`src/rtl/pc_sequencer_pkg.sv`:
```
// Shared types and constants for the instruction-fetch sequencer.
package pc_sequencer_pkg;
  localparam int ADDR_W = 32;
  localparam int IMM_W  = 16;
  localparam int JT_W   = 26;

  localparam logic [ADDR_W-1:0] PC_STEP = 32'd4;

  typedef enum logic [1:0] {
    REQ   = 2'd0,
    EXEC  = 2'd1,
    ERROR = 2'd2
  } state_t;
endpackage

```
`src/rtl/pc_sequencer_next_pc_calc.sv`:
```
// Combinational next-PC selection: jump beats taken branch beats sequential PC+4.
module next_pc_calc
  import pc_sequencer_pkg::*;
(
  input  logic [ADDR_W-1:0]        pc,
  input  logic                     branch,
  input  logic                     condition,
  input  logic                     jump,
  input  logic signed [IMM_W-1:0]  imm16,
  input  logic [JT_W-1:0]          jtarget,
  output logic [ADDR_W-1:0]        next_pc
);

  logic [ADDR_W-1:0]        pc4;
  logic signed [ADDR_W-1:0] boff;

  // Word offset to byte offset; sign bit replicated before the shift.
  function automatic logic signed [ADDR_W-1:0] word_offset(input logic signed [IMM_W-1:0] imm);
    logic signed [ADDR_W-1:0] ext;
    ext = {{(ADDR_W-IMM_W){imm[IMM_W-1]}}, imm};
    return ext <<< 2;
  endfunction

  always_comb begin
    pc4     = pc + PC_STEP;
    boff    = word_offset(imm16);
    next_pc = pc4;
    if (jump) begin
      next_pc = {pc4[ADDR_W-1:ADDR_W-4], jtarget, 2'b00};
    end else if (branch && condition) begin
      next_pc = pc4 + $unsigned(boff);
    end
  end

endmodule

```
`src/rtl/pc_sequencer.sv`:
```
// Program-counter owner: fetches one instruction, holds it until retirement,
// then loads the next PC. A fetch that outlasts TIMEOUT cycles locks in ERROR.
module pc_sequencer
  import pc_sequencer_pkg::*;
#(
  parameter logic [31:0] RESET_PC = 32'h0000_0000,
  parameter int          TIMEOUT  = 16
) (
  input  logic        clk,
  input  logic        reset,
  output logic        imem_req,
  output logic [31:0] imem_addr,
  input  logic        imem_ready,
  input  logic [31:0] imem_rdata,
  output logic [31:0] instr,
  output logic        instr_valid,
  input  logic        stall,
  input  logic        branch,
  input  logic        condition,
  input  logic        jump,
  input  logic [15:0] imm16,
  input  logic [25:0] jtarget,
  output logic [31:0] pc,
  output logic        fetch_err
);

  localparam logic [7:0] CNT_LAST = 8'(TIMEOUT - 1);

  state_t            state, state_nx;
  logic [7:0]        wait_cnt;
  logic [ADDR_W-1:0] next_pc;
  logic              fetch_done;
  logic              retire;
  logic              timeout_hit;

  next_pc_calc u_next_pc (
    .pc        (pc),
    .branch    (branch),
    .condition (condition),
    .jump      (jump),
    .imm16     (imm16),
    .jtarget   (jtarget),
    .next_pc   (next_pc)
  );

  always_comb begin
    state_nx    = state;
    fetch_done  = 1'b0;
    retire      = 1'b0;
    timeout_hit = 1'b0;
    case (state)
      REQ: begin
        if (imem_ready) begin
          fetch_done = 1'b1;
          state_nx   = EXEC;
        end else if (wait_cnt == CNT_LAST) begin
          timeout_hit = 1'b1;
          state_nx    = ERROR;
        end
      end
      EXEC: begin
        if (!stall) begin
          retire   = 1'b1;
          state_nx = REQ;
        end
      end
      ERROR:   state_nx = ERROR;
      default: state_nx = REQ;
    endcase
  end

  // Request is suppressed while reset is held so memory never sees a stale fetch.
  assign imem_req  = (state == REQ) && !reset;
  assign imem_addr = pc;

  always_ff @(posedge clk) begin
    if (reset) begin
      state       <= REQ;
      pc          <= RESET_PC;
      instr       <= '0;
      instr_valid <= 1'b0;
      fetch_err   <= 1'b0;
      wait_cnt    <= '0;
    end else begin
      state <= state_nx;
      if (state == REQ) begin
        wait_cnt <= fetch_done ? 8'd0 : wait_cnt + 8'd1;
      end
      if (fetch_done) begin
        instr       <= imem_rdata;
        instr_valid <= 1'b1;
      end
      if (retire) begin
        pc          <= next_pc;
        instr_valid <= 1'b0;
      end
      if (timeout_hit) begin
        fetch_err <= 1'b1;
      end
    end
  end

endmodule

```
`config.mk`:
```
export PLATFORM = sky130hd
export DESIGN_NAME = pc_sequencer
export DESIGN_NICKNAME = d
export VERILOG_FILES = /design/src/rtl/pc_sequencer_pkg.sv /design/src/rtl/pc_sequencer_next_pc_calc.sv /design/src/rtl/pc_sequencer.sv
export SDC_FILE = /design/constraint.sdc
export NUM_CORES = 1
export LEC_CHECK = 0
export ABC_AREA = 1
export BUFFER_PORTS_ARGS = -buffer_cell sky130_fd_sc_hd__buf_2
export CAP_MARGIN = 20
export CORE_MARGIN = 2
export CORE_UTILIZATION = 48
export CTS_CLUSTER_DIAMETER = 50
export CTS_CLUSTER_SIZE = 8
export DETAILED_ROUTE_END_ITERATION = 10
export GPL_ROUTABILITY_DRIVEN = 0
export GPL_TIMING_DRIVEN = 0
export PLACE_DENSITY = 0.75
export SETUP_SLACK_MARGIN = 0.05
export SYNTH_ARGS = -nofsm -noshare
export SYNTH_HDL_FRONTEND = slang
export SYNTH_HIERARCHICAL = 1
export SYNTH_SLANG_ARGS = --single-unit
```
`constraint.sdc`:
```
create_clock -name clk -period 2.55 [get_ports clk]
set_input_delay 0.255 -clock clk [delete_from_list [all_inputs] [get_ports clk]]
set_output_delay 0.255 -clock clk [all_outputs]
set_load 0.005 [all_outputs]
```
==> reports/metrics.yaml, run 1 <==
run_status:
  outcome: "finished, violations left"
  failed_checks: "negative setup slack"
timing:
  tightest_slew_ns: 1.04
  setup_viol: 24
  finalHoldWorstSlack_ns: 0.150
  finClkSkew_ns: 0.00824
  clock.fmax_ghz: 0.313
  slew_headroom_pct: 31.0
  rsz0062_at_grt: "yes"
  post-route-period-util_pct: 125
  timing.final.crit_period_ns: 3.19
  finalHoldViolCount: 0
  setup_ws_ns: -0.641
  drv_slew: 0
setup_path:
  cp-end-kind: "flip-flop"
  arrival_ns: 3.45
  cp_data_required_time_ns: 2.81
  cp_max_fo: 6
  start_kind: "flip-flop"
  critical_path_class: "reg -> reg"
place:
  dp_hpwl_um: 18000
  post_dp_cell_area_sq_um: 8330
  dp.cells: 1558
  io_buffer_count: 178
global_route:
  grt_start_max_net_pins: 22
  grt_antenna_before_repair: 1
  grt_first_pass_wirelength_um: 39900
  grtUsageTotal_pct: 31.4
  grt_pass1_vias: 8121
  overflow: 0
synth:
  synth-simple-area-share_pct: 43.1
  synthMuxAreaShare_pct: 0
  netlist_area_sq_um: 6990
  syn_inst: 1196
  ys_seq_area_share_pct: 21.8
  ys_ff_latch: 76
  yosysWarnings: 6
  ys_top_cells_by_area: "dfxtp_1 22%, nand2_1 17%, nor2_1 11%"
  synthAdderAreaFrac_pct: 7.09
  synth_top_cell_area_share_pct: 21.8
  syn_area_per_cell_sq_um: 5.85
  synth_top_family_by_area: "simple AND/OR/NAND/NOR gates"
  synth_compound_area_share_pct: 11.2
  yosysTopAreaCell: "dfxtp_1"
  synth-xor-area-share_pct: 2.25
  synth_cell_types: 41
  syn_nets: 1316
clock_tree:
  cts_tree: "built"
  cts.sinks: 76
  cts_hold_buf: 0
  cts_buffer_depth: 2
  cts_root_buffer: "clkbuf_16"
  clk_latency_ns: 0.34
  clk_pin_slew_worst_paths_ns: 0.07
  numCtsBuffers: 9
  h-tree-depth: 3
layout:
  finalNonFillerCells: 1649
  nets: 1579
  area_delta_synth_final_pct: 53.2
  fin_util_pct: 74.6
  num-fill-cells: 971
  final_area_sq_um: 10700
  drive_gt1_share_pct: 44.9
power:
  pwr_density_cell_nw_per_um2: 397
  vdd_ir_drop_max_v: 0.000511
  p_leak_uw: 0.00534
  power_uw: 4250
floorplanning:
  die_w_um: 125
  io_pins: 180
  die_area_sq_um: 15500
  coreArea_sq_um: 14400
  row_count: 44
  initial_core_util_pct: 48.7
  die_h_um: 125
routing:
  dr.pass1.iters: 7
  wl_per_cell_um: 18.4
  vias: 9499
  wl_um: 30300
  drtAntennaViolNets: 0
  drtIter0Drc: 1281
  vias_per_cell: 5.76
  route.detailed.drc: 0
hold_path:
  hold_path.class: "in -> reg"
run:
  cap_violations: 0
## path summary, 6_finish.rpt
check	cells past startpoint	to	from	slack [ns]
worst min register to register	2	instr[5]	instr[5]	0.48
worst max-delay path	21	imem_addr[19]	imem_addr[2]	-0.64
worst max register to register	21	imem_addr[19]	imem_addr[2]	-0.64
worst min-delay path	3	instr[24]	imem_rdata[24]	0.15
## through the flow
| step | worst slack, ns | TNS [ns] |
|---|---|---|
| 6_report | -0.641 | -11.54 |
| 5_1_grt | -0.709 | -14.02 |
| 4_1_cts | -0.281 | -4.02 |
| 3_5_place_dp | -0.643 | -10.46 |
| 3_3_place_gp | -0.663 | -10.19 |
| 2_1_floorplan | 0.0353 | 0 |
## metal layers
layer	global-route usage, %	vias up	routed length (um)
met1	39.2	4204	10800
li1	-	4267	-
met5	0	-	0
met3	4.25	260	3240
met4	13.5	0	2490
met2	54.0	768	13800
## flip-flops by register name (all words and copies together), names as in the netlist
register,cells
instr,32
instr_valid,1
state,2
wait_cnt,8
fetch_err,1
imem_addr,32
## cells in the final DEF, fill, tap and decap left out, types with 11 or more instances in the layout
master and instances:
buf_2 179, nand4_1 12, nand2_2 58, o21ai_0 42
nand2_1 245, nand3_2 17, dfxtp_1 53, nor2_4 35
nand3_4 11, buf_4 92, dfxtp_4 19, nor2_1 168
a21oi_2 21, nand3_1 49, o21ai_1 37, nor2_2 43
buf_6 22, ha_4 23, a21oi_1 21, clkbuf_1 13
inv_1 122, ha_1 13, inv_2 29, nand2_4 25
## critical path, cell delays in order, from the launching register on
cell and delay (ns):
dfxtp_4 0.39, ha_4 0.16, nand2_4 0.06, nor3_4 0.29, buf_4 0.17, buf_6 0.09, nand3_4 0.09, xor2_4 0.22
inv_2 0.07, ha_4 0.32, nand2_2 0.07, nand2_2 0.09, nand2_1 0.08, nand2_2 0.09, inv_1 0.04, nand2_1 0.11
inv_1 0.07, nand3_1 0.11, nand3_2 0.13, a21oi_2 0.28, nor2_2 0.07, nor2_1 0.10
## Yosys cell counts (all sizes together)
cell type	n
a21o	1
a21oi	45
a31oi	9
and2	5
buf	46
clkbuf	15
dfxtp	76
fa	1
ha	38
inv	156
nand2	331
nand3	77
nand3b	7
nand4	12
nor2	246
nor3	11
nor3b	2
nor4	1
o211a	1
o21ai	84
o21bai	7
o22ai	1
or2	6
xnor2	3
xor2	15
## power by group
group          total, uW  switching [uW]  internal (uW)
sequential          1370            98.4           1270
combinational       1670             985            684
clock               1210             539            673
total               4250            1620           2630
## logic make-up (layout without fill, tap and decap cells)
kind of cell    Yosys count  after routing
xor+xnor                 18             18
buf+inv                 217            485
flops                    76             76
other cells               0              1
compound gates          148            148
fa+ha+maj                39             39
simple gates            698            698
## final cells by class
class,instances,area (sq um),share of cell area (%)
Inverter,156,598,5.58
Sequential cell,76,1600,14.9
Timing Repair Buffer,252,1520,14.2
Tap cell,184,230,2.15
Clock inverter,7,56.3,0.526
Multi-Input combinational cell,903,6050,56.5
Antenna cell,1,2.50,0.0234
Buffer,61,433,4.04
Clock buffer,9,225,2.10
## repair_timing
item                       CTS  global route
pin swaps                   74           120
gates cloned                 0             0
setup endpoints to repair   25            26
resized for setup          162           205
buffers inserted            41            34
Note: power is estimated with default switching activity, not from simulation.
==> run 2: changes to the inputs <==
Settings changed: SKIP_LAST_GASP set to 1.
==> reports/metrics.yaml, run 2 (synthesized netlist as in run 1, its figures left out) <==
run_status:
  outcome: "finished, violations left"  # unchanged
  failed_checks: "negative setup slack"  # unchanged
setup_path:
  cp.depth: 23  # was 21
  critPathSlowestCell: "dfxtp_4"  # unchanged
  cp_top_family: "simple AND/OR/NAND/NOR gates"  # unchanged
  arrival_ns: 3.47  # was 3.45 ns
  r2r_cells: 23  # was 21
  critical_path_class: "reg -> reg"  # unchanged
  path_buf_inv: 4  # was 5
  crit_chain: "ha_4 > nand2_4 > nor3_4 > buf_4 > buf_6 > xor2_4 > ha_4 > nand2_4 > inv_2 > nand2_1 > nand2_1 > inv_1 > nand2_2 > nand2_4 > nand2_4 > nor2_1 > nor2_1 > nand2_1 > nand2_1 > nand2_2 > nand2_2 > nor2_2 > nor2_1"  # was ha_4 > nand2_4 > nor3_4 > buf_4 > buf_6 > nand3_4 > xor2_4 > inv_2 > ha_4 > nand2_2 > nand2_2 > nand2_1 > nand2_2 > inv_1 > nand2_1 > inv_1 > nand3_1 > nand3_2 > a21oi_2 > nor2_2 > nor2_1
  cp-end-kind: "flip-flop"  # unchanged
  cp_data_required_time_ns: 2.79  # was 2.81 ns
  cp_max_fo: 6  # unchanged
  r2r_slack_ns: -0.69  # was -0.64 ns
  critPathMaxStageDelay_ns: 0.41  # was 0.39 ns
  start_kind: "flip-flop"  # unchanged
floorplanning:
  die_area_sq_um: 15500  # unchanged
  die_w_um: 125  # unchanged
  initial_core_util_pct: 48.7  # unchanged
  io_pins: 180  # unchanged
  row_count: 44  # unchanged
  die_h_um: 125  # unchanged
  coreArea_sq_um: 14400  # unchanged
timing:
  drv_slew: 0  # unchanged
  setup_viol: 24  # unchanged
  slew_headroom_pct: 38.5  # was 31.0%
  timing.final.crit_period_ns: 3.24  # was 3.19 ns
  finalHoldViolCount: 0  # unchanged
  setup_ws_ns: -0.687  # was -0.641 ns
  clock.fmax_ghz: 0.309  # was 0.313 GHz
  finClkSkew_ns: 0.00597  # was 0.00824 ns
  post-route-period-util_pct: 127  # was 125%
  tightest_slew_ns: 0.923  # was 1.04 ns
  rsz0062_at_grt: "yes"  # unchanged
clock_tree:
  cts_hold_buf: 0  # unchanged
  numCtsBuffers: 9  # unchanged
  clk_pin_slew_worst_paths_ns: 0.06  # was 0.07 ns
  h-tree-depth: 3  # unchanged
  clk_latency_ns: 0.34  # about the same
  cts.sinks: 76  # unchanged
  cts_buffer_depth: 2  # unchanged
  cts_tree: "built"  # unchanged
  cts_root_buffer: "clkbuf_16"  # unchanged
layout:
  final_common_cell: "nand2_1"  # unchanged
  final_cell_mix: "248 x nand2_1, 179 x buf_2, 168 x nor2_1"  # was 245 x nand2_1, 179 x buf_2, 168 x nor2_1
  final_area_sq_um: 10600  # was 10700 sq um
  num-fill-cells: 997  # was 971
  diodes: 0  # was 1
  area_delta_synth_final_pct: 51.1  # was 53.2%
  drive_gt1_share_pct: 43.8  # was 44.9%
  nets: 1574  # was 1579
routing:
  drtAntennaViolNets: 0  # unchanged
  route.detailed.drc: 0  # unchanged
  vias_per_cell: 5.79  # was 5.76
  wl_um: 29700  # was 30300 um
  wl_per_cell_um: 18.1  # was 18.4 um
  vias: 9512  # was 9499
  drtIter0Drc: 1135  # was 1281
  dr.pass1.iters: 7  # unchanged
global_route:
  grt_first_pass_wirelength_um: 39300  # was 39900 um
  grt_start_max_net_pins: 22  # unchanged
  grt_antenna_before_repair: 0  # was 1
  overflow: 0  # unchanged
  grtUsageTotal_pct: 30.8  # was 31.4%
  grt_pass1_vias: 8029  # was 8121
hold_path:
  hold_path.class: "in -> reg"  # unchanged
  hold_path_depth: 3  # unchanged
power:
  vdd_ir_drop_max_v: 0.000502  # was 0.000511 V
  p_leak_uw: 0.00526  # was 0.00534 uW
  pwr_density_cell_nw_per_um2: 399  # was 397 nW/um^2
run:
  cap_violations: 0  # unchanged
place:
  dp_hpwl_um: 18000  # unchanged
  dp_slack_ns: -0.643  # unchanged
  io_buffer_count: 178  # unchanged
  post_dp_cell_area_sq_um: 8330  # unchanged
[run 2: changes by cell type in the layout (fill, tap and decap cells not counted), moves of 4 or more]
cell,delta
a21oi_2,-4
buf_6,-4
inv_2,-4
nor2_2,+4
inv_1,+5
nor2_4,-4
nand2_4,-6
[run 2: area by class of cell]
class                   instances  area [sq um]  area share [%]
plain buffers                  61           433            4.10
well taps                     184           230            2.18
clock inverters                 7          56.3           0.533
repair buffers                247          1470            13.9
inverters                     156           596            5.64
multi-input cells             903          5970            56.5
clock buffers                   9           225            2.13
flip-flops and latches         76          1590            15.1
[run 2: repair_timing]
item | CTS | global route
setup endpoints to repair | 25 | 27
pin swaps | 72 | 97
setup buffers | 41 | 30
resized for setup | 156 | 181
[run 2: path summary, 6_finish.rpt]
kind,from,end
worst max-delay path,imem_addr[3],imem_addr[13]
worst max register to register,imem_addr[3],imem_addr[13]
worst min register to register,instr[5],instr[5]
worst min-delay path,imem_rdata[24],instr[24]
[run 2: worst reg2reg max path, stage by stage (launching register included)]
cell and delay [ns]:
dfxtp_4 0.41, ha_4 0.17, nand2_4 0.06, nor3_4 0.31, buf_4 0.19, buf_6 0.10, xor2_4 0.19, ha_4 0.26
nand2_4 0.10, inv_2 0.03, nand2_1 0.07, nand2_1 0.09, inv_1 0.11, nand2_2 0.12, nand2_4 0.12, nand2_4 0.10
nor2_1 0.16, nor2_1 0.07, nand2_1 0.10, nand2_1 0.08, nand2_2 0.10, nand2_2 0.07, nor2_2 0.09, nor2_1 0.04
[run 2: through the flow]
step           instances  TNS, ns  utilization (%)  total power [uW]  hold WS, ns
2_1_floorplan       1196        0                -              2120        0.324
3_3_place_gp        1558   -10.19             58.0              2500        0.456
3_5_place_dp        1558   -10.46             58.0              2510        0.466
4_1_cts             1615    -4.08             67.1              3890        0.146
5_1_grt             1643   -13.72             73.5              4400        0.169
6_report            1643   -11.82             73.5              4220        0.146
[run 2: routing by layer]
layer | share of wire (%) | GRT usage [%] | wire (um) | vias to the layer above
li1 | - | - | - | 4246
met1 | 36 | 38.3 | 10800 | 4263
met2 | 46 | 54.1 | 13700 | 765
met3 | 11 | 4.85 | 3150 | 238
met4 | 6.8 | 10.8 | 2020 | 0
met5 | 0 | 0 | 0 | -
[run 2: power by group]
group | internal (uW) | total, uW | leakage (uW) | switching [uW]
registers | 1270 | 1370 | 0.000639 | 95.9
logic | 667 | 1630 | 0.00448 | 966
clock network | 672 | 1210 | 0.000137 | 541
total | 2610 | 4220 | 0.00526 | 1600
